`src/rtl/branch_resolver.sv`:
```
// Branch resolution stage: turns comparator flags and the branch op into a
// registered outcome, flags mispredicts, holds a flush window, keeps statistics.
//
// state | meaning
// RUN   | normal operation, accepts branches when the output slot is free
// FLUSH | mispredict flush window, flush=1 and no new branches accepted
module branch_resolver #(
   parameter int ADDR_BITS    = 32,
   parameter int FLUSH_CYCLES = 2,
   parameter int CNT_BITS     = 16
) (
   input  logic                 clk,
   input  logic                 reset,
   input  logic                 in_valid,
   output logic                 in_ready,
   input  logic [2:0]           br_op,
   input  logic                 less_than,
   input  logic                 equal,
   input  logic [ADDR_BITS-1:0] pc,
   input  logic [ADDR_BITS-1:0] target,
   input  logic                 pred_taken,
   output logic                 out_valid,
   input  logic                 out_ready,
   output logic                 taken,
   output logic                 mispredict,
   output logic [ADDR_BITS-1:0] redirect_pc,
   output logic                 flush,
   output logic [CNT_BITS-1:0]  branch_count,
   output logic [CNT_BITS-1:0]  mispredict_count
);

   localparam logic [0:0] RUN   = 1'b0;
   localparam logic [0:0] FLUSH = 1'b1;

   localparam logic [2:0] OP_BEQ = 3'b000;
   localparam logic [2:0] OP_BNE = 3'b001;
   localparam logic [2:0] OP_BLT = 3'b010;
   localparam logic [2:0] OP_BGE = 3'b011;
   localparam logic [2:0] OP_BLE = 3'b100;
   localparam logic [2:0] OP_BGT = 3'b101;
   localparam logic [2:0] OP_JMP = 3'b110;

   localparam int FC_BITS = (FLUSH_CYCLES < 2) ? 1 : $clog2(FLUSH_CYCLES + 1);
   localparam logic [FC_BITS-1:0] FC_LOAD = FC_BITS'(FLUSH_CYCLES);
   localparam logic FLUSH_EN = (FLUSH_CYCLES > 0);

   logic [0:0]           state;
   logic [FC_BITS-1:0]   flushCnt;
   logic                 accept;
   logic                 xfer;
   logic                 takenNext;
   logic                 mispredictNext;
   logic [ADDR_BITS-1:0] redirectNext;

   assign in_ready = (state == RUN) && (!out_valid || out_ready);
   assign accept   = in_valid && in_ready;
   assign xfer     = out_valid && out_ready;
   assign flush    = (state == FLUSH);

   always_comb begin
      takenNext = 1'b0;
      case (br_op)
         OP_BEQ:  takenNext = equal;
         OP_BNE:  takenNext = !equal;
         OP_BLT:  takenNext = less_than;
         OP_BGE:  takenNext = !less_than;
         OP_BLE:  takenNext = less_than || equal;
         OP_BGT:  takenNext = !less_than && !equal;
         OP_JMP:  takenNext = 1'b1;
         default: takenNext = 1'b0;
      endcase
   end

   assign mispredictNext = (takenNext != pred_taken);
   // Not-taken redirect wraps naturally at the address width.
   assign redirectNext   = takenNext ? target : (pc + ADDR_BITS'(4));

   always_ff @(posedge clk or posedge reset) begin
      if (reset) begin
         out_valid   <= 1'b0;
         taken       <= 1'b0;
         mispredict  <= 1'b0;
         redirect_pc <= '0;
      end else if (accept) begin
         out_valid   <= 1'b1;
         taken       <= takenNext;
         mispredict  <= mispredictNext;
         redirect_pc <= redirectNext;
      end else if (xfer) begin
         out_valid   <= 1'b0;
      end
   end

   always_ff @(posedge clk or posedge reset) begin
      if (reset) begin
         state    <= RUN;
         flushCnt <= '0;
      end else begin
         case (state)
            RUN: begin
               if (accept && mispredictNext && FLUSH_EN) begin
                  state    <= FLUSH;
                  flushCnt <= FC_LOAD;
               end
            end
            default: begin
               // Terminal count of 1 ends the window after FLUSH_CYCLES cycles.
               if (flushCnt <= FC_BITS'(1)) begin
                  state    <= RUN;
                  flushCnt <= '0;
               end else begin
                  flushCnt <= flushCnt - FC_BITS'(1);
               end
            end
         endcase
      end
   end

   always_ff @(posedge clk or posedge reset) begin
      if (reset) begin
         branch_count     <= '0;
         mispredict_count <= '0;
      end else if (accept) begin
         if (branch_count != '1)
            branch_count <= branch_count + CNT_BITS'(1);
         if (mispredictNext && (mispredict_count != '1))
            mispredict_count <= mispredict_count + CNT_BITS'(1);
      end
   end

endmodule

```
`config.mk`:
```
export PLATFORM = sky130hd
export DESIGN_NAME = branch_resolver
export DESIGN_NICKNAME = d
export VERILOG_FILES = /design/src/rtl/branch_resolver.sv
export SDC_FILE = /design/constraint.sdc
export NUM_CORES = 1
export LEC_CHECK = 0
export ABC_AREA = 1
export BUFFER_PORTS_ARGS = -buffer_cell sky130_fd_sc_hd__buf_2
export CAP_MARGIN = 20
export CORE_AREA = 3 3 98 100
export CTS_CLUSTER_SIZE = 12
export DETAILED_ROUTE_END_ITERATION = 12
export DIE_AREA = 0 0 101 103
export PLACE_DENSITY = 0.84
export SYNTH_ARGS = -nofsm -noshare
export SYNTH_HDL_FRONTEND = slang
export SYNTH_SLANG_ARGS = --single-unit
```
`constraint.sdc`:
```
create_clock -name clk -period 2.6 [get_ports clk]
set_input_delay 0.39 -clock clk [delete_from_list [all_inputs] [get_ports clk]]
set_output_delay 0.39 -clock clk [all_outputs]
set_load 0.005 [all_outputs]
```
# After elaboration in Yosys (flattened, before gate mapping)
# Cells that the tools add are included.
# totals
register_bits	70
output_inout_bits	69
elab_cells	49
# classes
addsub	4
n_lt_le_gt_ge	1
n_eq_ne	9
mux	10
n_bitwise	1
reduce_logical	16
# op_table
cell	count
adder 16 x 1 -> 16 bit, second input constant	2
adder 32 x 3 -> 32 bit, second input constant	1
2-to-1 mux 32 bit	1
!= test 16 bit, second input constant	2
equality test 3 bit, second input constant	3
case mux 1 bit (7 select lines)	1
equality test 3 x 2 -> 1 bit, second input constant	2
logical AND 1 bit	6
2-to-1 mux 2 bit	3
2-to-1 mux 1 bit	5
AND reduction 2 bit	2
nonzero test 2 bit	2
equality test 3 x 1 -> 1 bit, second input constant	1
logical NOT 1 bit	3
logical NOT 3 bit	1
less-or-equal comparator 2 x 1 -> 1 bit, second input constant	1
logical OR 1 bit	2
subtractor 2 x 1 -> 2 bit, second input constant	1
!= test 1 bit	1
NOT 1 bit	1

# Longest topological paths before layout
# Gate-level depths: netlist (run 1).
# logic_depth
depth_word	7
depth_mapped	12

# Worst setup path before layout (run 1)
# OpenSTA, ideal clock, no wires.
# synth_path
path_type	flip-flop to flip-flop
start	reg mispredict_count[0]
end	reg mispredict_count[2]
arrival_time_ns	1.495
required_time_ns	2.483
slack_ns	0.988
stages_incl_launch_ff	10
path_buffers	1
path_cell_list	dfrtp_1 -> ha_1 -> nand2_1 -> nor2_2 -> nand2_2 -> nor2_4 -> nand3_4 -> buf_2 -> nand4_1 -> nand2_1
# synth_between
elab_chain_len	3
elab_cells_between_ends	4
classes_between	1 x add/sub; 1 x eq/ne; 2 x reduce/logical
# synth_rtl
item	line_no	source
start, declared	29	output logic [CNT_BITS-1:0] mispredict_count
start signal, assigned	127	mispredict_count <= mispredict_count + CNT_BITS'(1);
branches (longest 3 deep; another with adder 16 x 1 -> 16 bit)	-	
# Parallel ways; which one is timed is not known.
# A chain may end at the register's enable or synchronous reset.

# Final worst setup path (run 1)
# layout_path
start	reg mispredict_count[0]
end	reg mispredict_count[5]
# Same word-level chain as after synthesis.

==> out/results.tsv, run 1 <==
metric	value	unit
status	completed	
cts-root-buf	clkbuf_8	
final_max_slew_viol_count	0	
firstDrtPassIters	5	
finalHoldViolations	0	
placeableCoreArea	8760	um^2
dieArea	10400	um^2
syn_inst	675	
grt_pass1_wl	20.1	mm
clock_path_buffers	2	
htreeDepth	3	
grt_usage	23.8	%
syn2layout_area_growth	22.3	%
start_util	52.0	%
tightest_slew	0.630	ns
critPathKind	flip-flop to flip-flop	
die_w	101	um
holdBufCountCts	0	
relSlewSlack	58.0	%
clk_pin_slew	0.08	ns
max_freq	533	MHz
drt_iter0_drc	263	
ant_nets	0	
vias	4843	
power	4.07	mW
nets	891	
path_max_fanout	17	
synthesis.area	4560	um^2
synth-main-ff-cell	dfrtp_1	
netlist-cell-type-count	27	
startpoint_type	flip-flop	
n_antenna_cell	0	
worst_ir_drop_vdd	418	uV
rsz0062_at_grt	false	
avgRoutedWirePerCell	13.4	um
setup_tns	0	ns
synth_top_area_share	38.5	%
post_cts_resized	0	
overflow	0	
synth-edff-count	0	
dp_hpwl	9.37	mm
grt_pass1_vias	4387	
syn_area_per_cell	6.75	um^2
drv_cap	0	
rows	34	
antenna_found_initial	0	
die_y	103	um
clock-skew-final	0.0116	ns
finalCriticalPeriod	1.88	ns
cts_tree	yes	
via_per_inst	5.22	
insertion_delay	0.34	ns
hold_class	primary input to asynchronous set/reset pin	
yosysSeqAreaShare	38.5	%
rr_worst_depth	9	
ios	143	
yosysMostFrequentCell	nand2_1	
drc	0	
finalWirelength	12.5	mm
place.gp.congestion	0.958	
drive_above_1_share	22.8	%
cp-end-kind	flip-flop	
async_flop_share	100	%
synth_area_leaders	dfrtp_1 38%, nand2_1 20%, nor2_1 6.4%, nand3_1 5.9%, inv_1 4.8%	
cp_data_arrival_time	2.15	ns
utilization	63.6	%
leakage	2.91	nW
critPathRequiredTime	2.88	ns
synthTopCellsByCount	243 x nand2_1, 78 x nor2_1, 70 x dfrtp_1	
finalSetupViolations	0	
p_per_area	731	nW/um^2
cts_sinks	70	
ys_ff_latch	70	
synth_largest_area_cell	dfrtp_1	
port_buffers	142	
post_cts_buffers	0	
fin_crit_sh	72.2	%
holdWs	0.112	ns
cts_made_buffers	9	
syn-num-nets	752	
yosysWarnings	0	
grt_max_degree	71	
==> cell type report <==
type | count | area (um^2)
Clock buffer | 11 | 151
Tap cell | 108 | 135
Sequential cell | 70 | 1750
Inverter | 59 | 221
Fill cell | 792 | 3190
Timing Repair Buffer | 148 | 781
Multi-Input combinational cell | 526 | 2500
Clock inverter | 5 | 33.8
==> sequential cells by signal, summed over array words and instances, names as in the netlist <==
name and count:
mispredict_count 16, flush 1, taken 1, out_valid 1, flushCnt 2, redirect_pc 32, branch_count 16, mispredict 1
==> layer usage <==
layer,GRT usage (%),wire length (um),vias to the layer above
li1,-,-,2427
met1,32.8,5600,2189
met2,37.8,5620,203
met3,3.92,954,24
met4,9.20,290,0
met5,0,0,-
==> metrics by stage <==
stage	std cells	instance area [um^2]	setup slack [ns]
detailed placement	911	5390	0.703
floorplan	675	4560	0.442
CTS	927	5570	0.733
global route	927	5570	0.524
global placement	911	5390	0.764
finish	927	5570	0.724
==> worst max-delay path, stage by stage, from the launching register on <==
cell,delay (ns)
dfrtp_1,0.43
ha_1,0.24
nand2_1,0.10
nor2_2,0.24
nand2_2,0.10
nor2_4,0.11
nand3_4,0.19
nand3_4,0.26
nand2_1,0.08
nand2_1,0.07
==> worst paths after layout <==
| check | startpoint | endpoint | slack [ns] |
|---|---|---|---|
| min in group clk | out_ready | out_valid$_DFFE_PP0P_ | 0.26 |
| worst max-delay path | mispredict_count[0]$_DFFE_PP0P_ | mispredict_count[5]$_DFFE_PP0P_ | 0.72 |
| worst min register to register | redirect_pc[14]$_DFFE_PP0P_ | redirect_pc[14]$_DFFE_PP0P_ | 0.48 |
| worst min-delay path | reset | branch_count[2]$_DFFE_PP0P_ | 0.11 |
| max in group asynchronous | reset | mispredict_count[11]$_DFFE_PP0P_ | 2.16 |
| worst max register to register | mispredict_count[0]$_DFFE_PP0P_ | mispredict_count[5]$_DFFE_PP0P_ | 0.72 |
==> cells in the final DEF, fill, tap and decap left out, types with 2 or more instances in the layout <==
master | synthesis | final
buf_12 | 0 | 2
buf_2 | 8 | 142
buf_4 | 0 | 4
clkbuf_8 | 0 | 11
clkinv_2 | 0 | 2
clkinvlp_4 | 0 | 2
dfrtp_1 | 70 | 70
ha_1 | 3 | 3
inv_1 | 58 | 57
inv_2 | 1 | 2
nand2_1 | 243 | 243
nand2_2 | 4 | 4
nand3_1 | 54 | 54
nand3_4 | 2 | 2
nand3b_1 | 8 | 8
nand4_1 | 24 | 24
nor2_1 | 78 | 78
nor2_2 | 3 | 3
nor3_1 | 9 | 9
o211ai_1 | 2 | 2
o21ai_0 | 43 | 43
o21ai_1 | 6 | 6
or2_2 | 10 | 10
xnor2_1 | 11 | 11
xor2_1 | 22 | 22
==> cell families (layout without fill, tap and decap cells) <==
kind of cell	Yosys count	in the layout	synth area share (%)
AOI/OAI and AO/OA	53	53	6.01
xor gates and xnor gates	33	33	6.34
adders and majority gates	3	3	0.824
buffers and inverters	79	223	6.89
DFF	70	70	38.5
and+or+nand+nor	437	437	41.5
==> report_power, final <==
| part | internal (mW) | switching (mW) |
|---|---|---|
| logic | 0.629 | 0.832 |
| registers | 1.48 | 0.314 |
| clock network | 0.397 | 0.422 |
(Power assumes the default switching activity.)
==> run 2: changes to the inputs <==
--- a/config.mk
+++ b/config.mk
@@ -8,11 +8,11 @@
 export ABC_AREA = 1
 export BUFFER_PORTS_ARGS = -buffer_cell sky130_fd_sc_hd__buf_2
 export CAP_MARGIN = 20
-export CORE_AREA = 3 3 98 100
+export CORE_AREA = 3 3 103 105
 export CTS_CLUSTER_SIZE = 12
 export DETAILED_ROUTE_END_ITERATION = 12
-export DIE_AREA = 0 0 101 103
-export PLACE_DENSITY = 0.84
+export DIE_AREA = 0 0 106 108
+export PLACE_DENSITY = 0.8
 export SYNTH_ARGS = -nofsm -noshare
 export SYNTH_HDL_FRONTEND = slang
 export SYNTH_SLANG_ARGS = --single-unit
==> constraint.sdc (replaced) <==
create_clock -name clk -period 1.5 [get_ports clk]
set_input_delay 0.225 -clock clk [delete_from_list [all_inputs] [get_ports clk]]
set_output_delay 0.225 -clock clk [all_outputs]
set_load 0.005 [all_outputs]
==> run 2 against run 1 <==
The flow now finishes with violations (negative setup slack); maximum frequency rose by 19%; flip-flop and latch count stayed put; setup slack worse by 0.79 ns; combinational power increased by 140%; largest cell class unchanged; highest routed layer unchanged.
==> out/results.tsv, run 2 (synthesis gave the netlist of run 1 again) <==
metric	value	unit
syn2layout_area_growth	41.6	%
overflow	0	
cp-startpoint	branch_count[0]$_DFFE_PP0P_	
met2_length	6.98	mm
ios	143	
r2r-start	branch_count[0]$_DFFE_PP0P_	
p_per_area	1290	nW/um^2
multi_input_area	2640	um^2
drv_cap	0	
hold_class	primary input to flip-flop	
final_max_slew_viol_count	0	
drive_above_1_share	32.7	%
port_buffers	142	
cts_sinks	70	
rows	36	
clock_path_buffers	2	
cts_tree	yes	
finalSetupViolations	11	
fin_ws	-0.0707	ns
netSwitchingFraction	37.1	%
dieArea	11400	um^2
status	finished, violations left	
reg.largest.list	redirect_pc: 32 flops, branch_count: 16 flops, mispredict_count: 16 flops	
grt_pass1_wl	22.1	mm
violations	negative setup slack	
avgRoutedWirePerCell	14.0	um
largest_register_ff_count	32	
dp_hpwl	10.3	mm
vias	5079	
setup_tns	-0.359	ns
leakage	3.35	nW
cp_data_arrival_time	1.81	ns
combPwrFrac	41.8	%
nets	958	
wl_met1	6.32	mm
grt_usage	24.0	%
start_util	46.8	%
pwr-share-seq	36.7	%
critPathRequiredTime	1.74	ns
placed_cell_area	5900	um^2
stdcell_area	6450	um^2
internal-power	5.23	mW
startpoint_type	flip-flop	
cp-end-kind	flip-flop	
clk_pin_slew	0.08	ns
drt_iter0_drc	264	
holdWs	0.0869	ns
critPathKind	flip-flop to flip-flop	
wl_met3	843	um
n_antenna_cell	0	
finalWirelength	14.3	mm
hold_depth	2	
antenna_found_initial	0	
place.gp.congestion	0.959	
via_per_inst	4.98	
rr_worst_depth	10	
maxUsedRoutingLayer	met4	
relSlewSlack	74.9	%
top_register	redirect_pc	
p_switching	3.08	mW
die_y	108	um
firstDrtPassIters	5	
max_freq	637	MHz
rsz0062_at_grt	true	
insertion_delay	0.35	ns
path_max_fanout	6	
mostFrequentLayoutCells	226 x nand2_1, 141 x buf_2, 76 x nor2_1	
drc	0	
min_from	out_ready	
worst_ir_drop_vdd	626	uV
grt_max_degree	71	
placeableCoreArea	9730	um^2
tightest_slew	0.376	ns
grt_pass1_vias	4651	
cts_made_buffers	9	
finalCriticalPeriod	1.57	ns
die_w	106	um
seq_area	1760	um^2
fill_cells	887	
fin_crit_sh	105	%
p_clk_share	21.5	%
finalHoldViolations	0	
final_common_cell	nand2_1	
clock-skew-final	0.00665	ns
power	8.31	mW
ant_nets	0	
htreeDepth	3	
cts-root-buf	clkbuf_8	
[run 2: cell types whose count changed in the layout (fill, tap and decap cells not counted), moves of 5 or more]
| cell | previous run | this run |
|---|---|---|
| nor3_2 | 0 | 5 |
| o21ai_1 | 6 | 22 |
| nand2_2 | 4 | 18 |
| nand2_1 | 243 | 226 |
| buf_4 | 4 | 54 |
| nor3_1 | 9 | 4 |
| buf_12 | 2 | 7 |
| o21ai_0 | 43 | 24 |
| buf_6 | 0 | 8 |
[run 2: per-layer routing]
layer,global-route usage [%],up-vias
met1,32.7,2320
met2,39.7,171
met3,4.18,19
li1,-,2569
met5,0,-
met4,6.85,0
[run 2: through the flow]
stage	setup WS, ns	util [%]	cells
after CTS	-0.00475	63.6	1010
after floorplan	-0.0230	-	675
after global placement	0.0278	60.6	990
after detailed placement	-0.0817	60.6	990
after global routing	-0.131	66.3	1019
final	-0.0707	66.3	1019
[run 2: area by class of cell]
class | count | share of cell area, %
well taps | 133 | 2.58
clock inverters | 5 | 1.26
flip-flops and latches | 70 | 27.2
repair buffers | 214 | 22.1
clock buffers | 11 | 2.35
multi-input cells | 527 | 40.9
inverters | 59 | 3.57
[run 2: what timing repair did]
item / CTS / global route
hold buffers: 1 / 0
pin swaps: 5 / 21
resized for setup: 9 / 64
setup endpoints to repair: 3 / 51
hold endpoints to repair: 70 / 0
cloned: 2 / 4
buffers inserted: 1 / 5
[run 2: final timing paths]
kind | end | slack (ns)
min in group asynchronous | branch_count[14]$_DFFE_PP0P_ | 0.52
min | out_valid$_DFFE_PP0P_ | 0.09
max | branch_count[3]$_DFFE_PP0P_ | -0.07
min reg2reg | redirect_pc[27]$_DFFE_PP0P_ | 0.48
max in group asynchronous | branch_count[5]$_DFFE_PP0P_ | 0.67
max reg2reg | branch_count[3]$_DFFE_PP0P_ | -0.07
[run 2: power groups by stage]
stage               sequential (mW)  clock (mW)  combinational, mW
floorplan                      3.12           0               1.33
detailed placement             3.05           0               2.99
finish                         3.05        1.78               3.48
global placement               3.03           0               2.92
global route                   3.15        1.91               3.86
CTS                            3.03        1.81               3.06
[run 2: critical path, cell delays in order, from the launching register on]
cell and delay, ns:
dfrtp_1 0.40, ha_2 0.20, inv_2 0.07, nor2_2 0.05, nand2_1 0.07, inv_2 0.05, a31oi_4 0.28, buf_6 0.19
nand2_2 0.05, nand2_1 0.05, nand2_1 0.06
